==> src/rtl/alu_seq_pkg.sv <==
// Shared encodings and widths for the command sequencer that fronts the RAM/ALU/MUX datapath.
package alu_seq_pkg;

  localparam int ADDR_W = 4;
  localparam int DATA_W = 4;
  localparam int RES_W  = 5;
  localparam int OPC_W  = 2;
  localparam int CNT_W  = 4;

  localparam logic [1:0] KIND_WR  = 2'b00;
  localparam logic [1:0] KIND_RD  = 2'b01;
  localparam logic [1:0] KIND_ALU = 2'b10;
  localparam logic [1:0] KIND_NOP = 2'b11;

  typedef enum logic [1:0] {
    IDLE   = 2'd0,
    ISSUE  = 2'd1,
    WAIT   = 2'd2,
    RESULT = 2'd3
  } state_t;

endpackage

==> src/rtl/seq_wait_timer.sv <==
// Loadable down-counter pacing the datapath result latency; load wins over decrement, no backpressure.
// done flags the last wait cycle so the caller samples on the edge that takes the count to zero.
module seq_wait_timer
  import alu_seq_pkg::*;
(
  input  logic             clock,
  input  logic             reset_n,
  input  logic             load,
  input  logic [CNT_W-1:0] load_val,
  input  logic             dec,
  output logic             done
);

  logic [CNT_W-1:0] cnt_q, cnt_d;

  always_comb begin
    cnt_d = cnt_q;
    if (load) begin
      cnt_d = load_val;
    end else if (dec && (cnt_q != '0)) begin
      cnt_d = cnt_q - 1'b1;
    end
  end

  always_ff @(posedge clock or negedge reset_n) begin
    if (!reset_n) begin
      cnt_q <= '0;
    end else begin
      cnt_q <= cnt_d;
    end
  end

  assign done = (cnt_q <= CNT_W'(1));

endmodule

==> src/rtl/alu_sequencer.sv <==
// Turns write/read/ALU commands into datapath controls; results return READ_WAIT/ALU_WAIT cycles after issue.
// One command in flight: cmd_ready stays low until IDLE, and a result is held until res_ready takes it.
module alu_sequencer
  import alu_seq_pkg::*;
#(
  parameter int READ_WAIT = 1,
  parameter int ALU_WAIT  = 2
) (
  input  logic              clock,
  input  logic              reset_n,
  input  logic              cmd_valid,
  output logic              cmd_ready,
  input  logic [1:0]        cmd_kind,
  input  logic [ADDR_W-1:0] cmd_addr,
  input  logic [DATA_W-1:0] cmd_data,
  input  logic [ADDR_W-1:0] cmd_op1,
  input  logic [ADDR_W-1:0] cmd_op2,
  input  logic [OPC_W-1:0]  cmd_opcode,
  output logic              dp_we,
  output logic [DATA_W-1:0] dp_data,
  output logic [ADDR_W-1:0] dp_addr,
  output logic [ADDR_W-1:0] dp_addrop1,
  output logic [ADDR_W-1:0] dp_addrop2,
  output logic [OPC_W-1:0]  dp_opcode,
  output logic              dp_sel,
  input  logic [RES_W-1:0]  dp_out,
  output logic              res_valid,
  input  logic              res_ready,
  output logic [RES_W-1:0]  res_data,
  output logic              res_kind
);

  localparam logic [CNT_W-1:0] RD_LOAD  = CNT_W'(READ_WAIT - 1);
  localparam logic [CNT_W-1:0] ALU_LOAD = CNT_W'(ALU_WAIT - 1);

  state_t            state_q, state_d;
  logic [1:0]        kind_q, kind_d;
  logic              cmd_ready_q, cmd_ready_d;
  logic              dp_we_q, dp_we_d;
  logic [DATA_W-1:0] dp_data_q, dp_data_d;
  logic [ADDR_W-1:0] dp_addr_q, dp_addr_d;
  logic [ADDR_W-1:0] dp_op1_q, dp_op1_d;
  logic [ADDR_W-1:0] dp_op2_q, dp_op2_d;
  logic [OPC_W-1:0]  dp_opc_q, dp_opc_d;
  logic              dp_sel_q, dp_sel_d;
  logic              res_valid_q, res_valid_d;
  logic [RES_W-1:0]  res_data_q, res_data_d;
  logic              res_kind_q, res_kind_d;

  logic              tmr_load, tmr_dec, tmr_done;
  logic [CNT_W-1:0]  tmr_load_val;
  logic              is_alu;

  assign is_alu = (kind_q == KIND_ALU);

  seq_wait_timer u_timer (
    .clock    (clock),
    .reset_n  (reset_n),
    .load     (tmr_load),
    .load_val (tmr_load_val),
    .dec      (tmr_dec),
    .done     (tmr_done)
  );

  always_comb begin
    state_d      = state_q;
    kind_d       = kind_q;
    cmd_ready_d  = cmd_ready_q;
    dp_we_d      = 1'b0;
    dp_data_d    = dp_data_q;
    dp_addr_d    = dp_addr_q;
    dp_op1_d     = dp_op1_q;
    dp_op2_d     = dp_op2_q;
    dp_opc_d     = dp_opc_q;
    dp_sel_d     = dp_sel_q;
    res_valid_d  = res_valid_q;
    res_data_d   = res_data_q;
    res_kind_d   = res_kind_q;
    tmr_load     = 1'b0;
    tmr_dec      = 1'b0;
    tmr_load_val = is_alu ? ALU_LOAD : RD_LOAD;

    case (state_q)
      IDLE: begin
        // Outputs are registered, so datapath controls are loaded on the accepting edge.
        if (cmd_ready_q && cmd_valid) begin
          cmd_ready_d = 1'b0;
          kind_d      = cmd_kind;
          state_d     = ISSUE;
          case (cmd_kind)
            KIND_WR: begin
              dp_we_d   = 1'b1;
              dp_addr_d = cmd_addr;
              dp_data_d = cmd_data;
            end
            KIND_RD: begin
              dp_addr_d = cmd_addr;
              dp_sel_d  = 1'b0;
            end
            KIND_ALU: begin
              dp_op1_d = cmd_op1;
              dp_op2_d = cmd_op2;
              dp_opc_d = cmd_opcode;
              dp_sel_d = 1'b1;
            end
            default: ;
          endcase
        end else begin
          cmd_ready_d = 1'b1;
        end
      end
      ISSUE: begin
        if ((kind_q == KIND_RD) || is_alu) begin
          if (tmr_load_val == '0) begin
            res_valid_d = 1'b1;
            res_data_d  = dp_out;
            res_kind_d  = is_alu;
            state_d     = RESULT;
          end else begin
            tmr_load = 1'b1;
            state_d  = WAIT;
          end
        end else begin
          cmd_ready_d = 1'b1;
          state_d     = IDLE;
        end
      end
      WAIT: begin
        tmr_dec = 1'b1;
        if (tmr_done) begin
          res_valid_d = 1'b1;
          res_data_d  = dp_out;
          res_kind_d  = is_alu;
          state_d     = RESULT;
        end
      end
      RESULT: begin
        if (res_ready) begin
          res_valid_d = 1'b0;
          cmd_ready_d = 1'b1;
          state_d     = IDLE;
        end
      end
      default: state_d = IDLE;
    endcase
  end

  always_ff @(posedge clock or negedge reset_n) begin
    if (!reset_n) begin
      state_q     <= IDLE;
      kind_q      <= KIND_WR;
      cmd_ready_q <= 1'b0;
      dp_we_q     <= 1'b0;
      dp_data_q   <= '0;
      dp_addr_q   <= '0;
      dp_op1_q    <= '0;
      dp_op2_q    <= '0;
      dp_opc_q    <= '0;
      dp_sel_q    <= 1'b0;
      res_valid_q <= 1'b0;
      res_data_q  <= '0;
      res_kind_q  <= 1'b0;
    end else begin
      state_q     <= state_d;
      kind_q      <= kind_d;
      cmd_ready_q <= cmd_ready_d;
      dp_we_q     <= dp_we_d;
      dp_data_q   <= dp_data_d;
      dp_addr_q   <= dp_addr_d;
      dp_op1_q    <= dp_op1_d;
      dp_op2_q    <= dp_op2_d;
      dp_opc_q    <= dp_opc_d;
      dp_sel_q    <= dp_sel_d;
      res_valid_q <= res_valid_d;
      res_data_q  <= res_data_d;
      res_kind_q  <= res_kind_d;
    end
  end

  assign cmd_ready  = cmd_ready_q;
  assign dp_we      = dp_we_q;
  assign dp_data    = dp_data_q;
  assign dp_addr    = dp_addr_q;
  assign dp_addrop1 = dp_op1_q;
  assign dp_addrop2 = dp_op2_q;
  assign dp_opcode  = dp_opc_q;
  assign dp_sel     = dp_sel_q;
  assign res_valid  = res_valid_q;
  assign res_data   = res_data_q;
  assign res_kind   = res_kind_q;

endmodule
==> config.mk <==
export PLATFORM = sky130hd
export DESIGN_NAME = alu_sequencer
export DESIGN_NICKNAME = d
export VERILOG_FILES = /design/src/rtl/alu_seq_pkg.sv /design/src/rtl/seq_wait_timer.sv /design/src/rtl/alu_sequencer.sv
export SDC_FILE = /design/constraint.sdc
export NUM_CORES = 1
export LEC_CHECK = 0
export CAP_MARGIN = 20
export CORE_ASPECT_RATIO = 0.9
export CORE_MARGIN = 1
export CORE_UTILIZATION = 23
export CTS_BUF_LIST = sky130_fd_sc_hd__clkbuf_4
export DETAILED_ROUTE_END_ITERATION = 10
export HOLD_SLACK_MARGIN = 0.05
export PLACE_DENSITY = 0.55
export SETUP_SLACK_MARGIN = 0.1
export SYNTH_ARGS = -nofsm -noshare
export SYNTH_HDL_FRONTEND = slang
export SYNTH_SLANG_ARGS = --single-unit
==> constraint.sdc <==
create_clock -name clock -period 1.7 [get_ports clock]
set_input_delay 0.255 -clock clock [delete_from_list [all_inputs] [get_ports clock]]
set_output_delay 0.255 -clock clock [all_outputs]
set_load 0.03 [all_outputs]
==> results.cfg <==
[floorplan]
dieHeight_microns = 85.91
row_count = 30
dieArea_sq_um = 8181
ios = 57
core_area_sq_um = 7545
dieWidth_microns = 95.23
initial_core_util = 0.2385

[detailed_routing]
first_iter_violations = 38
drc = 0
first_pass_iters = 4
ant_nets = 0
vias = 1351
wire_per_inst_microns = 12.32
via_per_inst = 4.289
totalWireLength_mm = 3.882

[cts]
cts_tree = done
clock-sinks = 36
clk_path_buf_depth = 2
cts_root_buf = clkbuf_4
h-tree-depth = 2
cts_buffers = 5
clk_transition_reported_paths_ps = 130
clkLatencyLatePin_ps = 350

[critical_path]
arrival_ps = 1800
critical_path.max_fanout = 6
crit_type = flip-flop to flip-flop
end_kind = flip-flop
worst_ep_required_time_ps = 1930
crit_path_start_kind = flip-flop
reg2reg_slack_ps = 140

[global_route]
grt_pass1_wl_mm = 6.423
antenna_found_initial = 0
grt_max_degree = 37
grtUsageTotal = 0.1021
grt-ovfl-total = 0
grt_pass1_vias = 1350

[pwr]
ir_drop_mv = 0.6062
leakage_nw = 1.258
p_per_area_nw_per_um2 = 1825
power_mw = 4.792

[yosys]
synth_top_cell_area_share = 0.5007
synth_cell_types = 38
syn_nets = 183
synth_edf_count = 0
syn-cell-area_sq_um = 1799
synthCells = 146
synth.most_common_cell = dfrtp_1
synth_ff_type = dfrtp_1
syn-mean-instance-area_sq_um = 12.32
synthTopCellsByCount = 36 x dfrtp_1, 18 x mux2_4, 16 x nand2_1
synth_top_area_cell = dfrtp_1
synth-seq-cells = 36
yosysWarnings = 0
ys_seq_area_frac = 0.5007
synth.area.top_cells = dfrtp_1 50%, mux2_4 15%, ha_1 5.6%
async_flop_share = 1.000

[layout]
fin_cells = 315
nets = 255
fill_cells = 752
finalInstanceArea_sq_um = 2625
diodes = 0
drive_above_1_share = 0.2603
final_core_utilization = 0.3479
syn_to_final_growth_pct = 45.90

[placement]
place_area_sq_um = 2535
preCtsSetupSlack_ps = -67.61
dp_hpwl_mm = 2.808
place.gp.congestion = 0.7254
dp.cells = 303
numPortBuffers = 56

[worst_hold_path]
hold_path.class = input port to asynchronous set/reset pin

[timing]
worst_pin_slew_ps = 474.3
drv_slew = 0
maxSlewHeadroom = 0.6838
fin_crit_ps = 1563
max_clock_freq_ghz = 0.6397
setup_violations = 0
rsz0062_at_grt = true
timing.final.ws_setup_ps = 136.8
finClkSkew_ps = 10.43
timing.final.crit_share = 0.9196
finalHoldViolCount = 0

[run_status]
status = finished clean

[flow_run]
maxCapViolations = 0
[critical path: stages (launching register included)]
cell,delay (ps)
dfrtp_1,410
inv_2,80
ha_4,190
or4b_4,580
nand2_1,100
o211ai_1,80
[flip-flops by register name, indices dropped and copies added, names as in the netlist, named ones only]
name and cells:
kind_q 2, res_data 5, dp_addrop1 4, dp_we 1
u_timer.cnt_q 4, dp_addrop2 4, dp_opcode 2, res_valid 1
dp_sel 1, dp_data 4, dp_addr 4, res_kind 1
state_q 1, cmd_ready 1
[routing by layer]
metal / up-vias / share of wire / track usage
li1: 658 / - / -
met1: 656 / 0.47 / 0.1366
met5: - / 0 / 0
met4: 0 / 0.0095 / 0.02893
met2: 32 / 0.46 / 0.1539
met3: 5 / 0.057 / 0.03723
[where the power goes]
part	total [mW]	switching [mW]	internal, mW
sequential	1.53	0.260	1.27
combinational	2.77	1.49	1.27
clock	0.490	0.327	0.163
[repair_timing]
| action | CTS | global route |
|---|---|---|
| endpoints found under the setup margin | 34 | 8 |
| pin swaps | 0 | 5 |
| hold buffers | 1 | 0 |
| hold endpoints to repair | 36 | 0 |
| buffers inserted | 0 | 3 |
| gates resized for setup | 30 | 8 |
[worst paths after layout]
path | startpoint | end | cells past startpoint
setup / recovery | kind_q[0] | res_data[0] | 5
hold / removal | reset_n | dp_data[2] | 3
setup reg to reg | kind_q[0] | res_data[0] | 5
hold reg to reg | dp_sel | dp_sel | 1
max in group asynchronous | reset_n | dp_addrop1[2] | 3
min in group clock | dp_out[3] | res_data[3] | 3
[logic make-up after synthesis]
logic type | after synthesis | share of synthesized area
fa+ha+maj | 8 | 0.05564
mux | 19 | 0.1565
flops | 36 | 0.5007
compound gates | 25 | 0.09736
simple gates | 40 | 0.1412
buf+inv | 18 | 0.04868
[cell type report]
class                           count  area [sq um]  share of cell area
Sequential cell                    36         900.9              0.3432
Multi-Input combinational cell     92         842.1              0.3208
Timing Repair Buffer               73         663.1              0.2526
Tap cell                           96         120.1             0.04576
Clock buffer                        5         37.54             0.01430
Inverter                           10         37.54             0.01430
Clock inverter                      3         23.77            0.009056
[per-stage QoR]
stage                     hold slack [ps]  setup TNS (ps)
after global routing                480.4               0
after floorplan                    -40.59               0
after global placement              341.2          -96.62
after detailed placement            347.5          -255.2
after CTS                           472.6               0
final                               462.2               0
[placed cells by master (no fill, tap or decap), types with 2 or more instances in the layout]
cell	Yosys	layout
mux2_4	18	18
nand4_1	5	5
a21oi_1	5	5
inv_2	0	3
dlygate4sd2_1	0	28
o21ai_1	3	3
nand2_2	0	3
o211ai_1	6	6
clkbuf_4	0	5
nand3b_1	2	2
buf_4	0	15
o21ai_0	2	2
a311oi_1	2	2
clkdlybuf4s50_1	0	27
nand2_1	16	13
ha_1	8	7
clkinvlp_4	0	2
inv_1	10	7
nor2b_1	2	2
dfrtp_1	36	36
(Power assumes the default switching activity.)
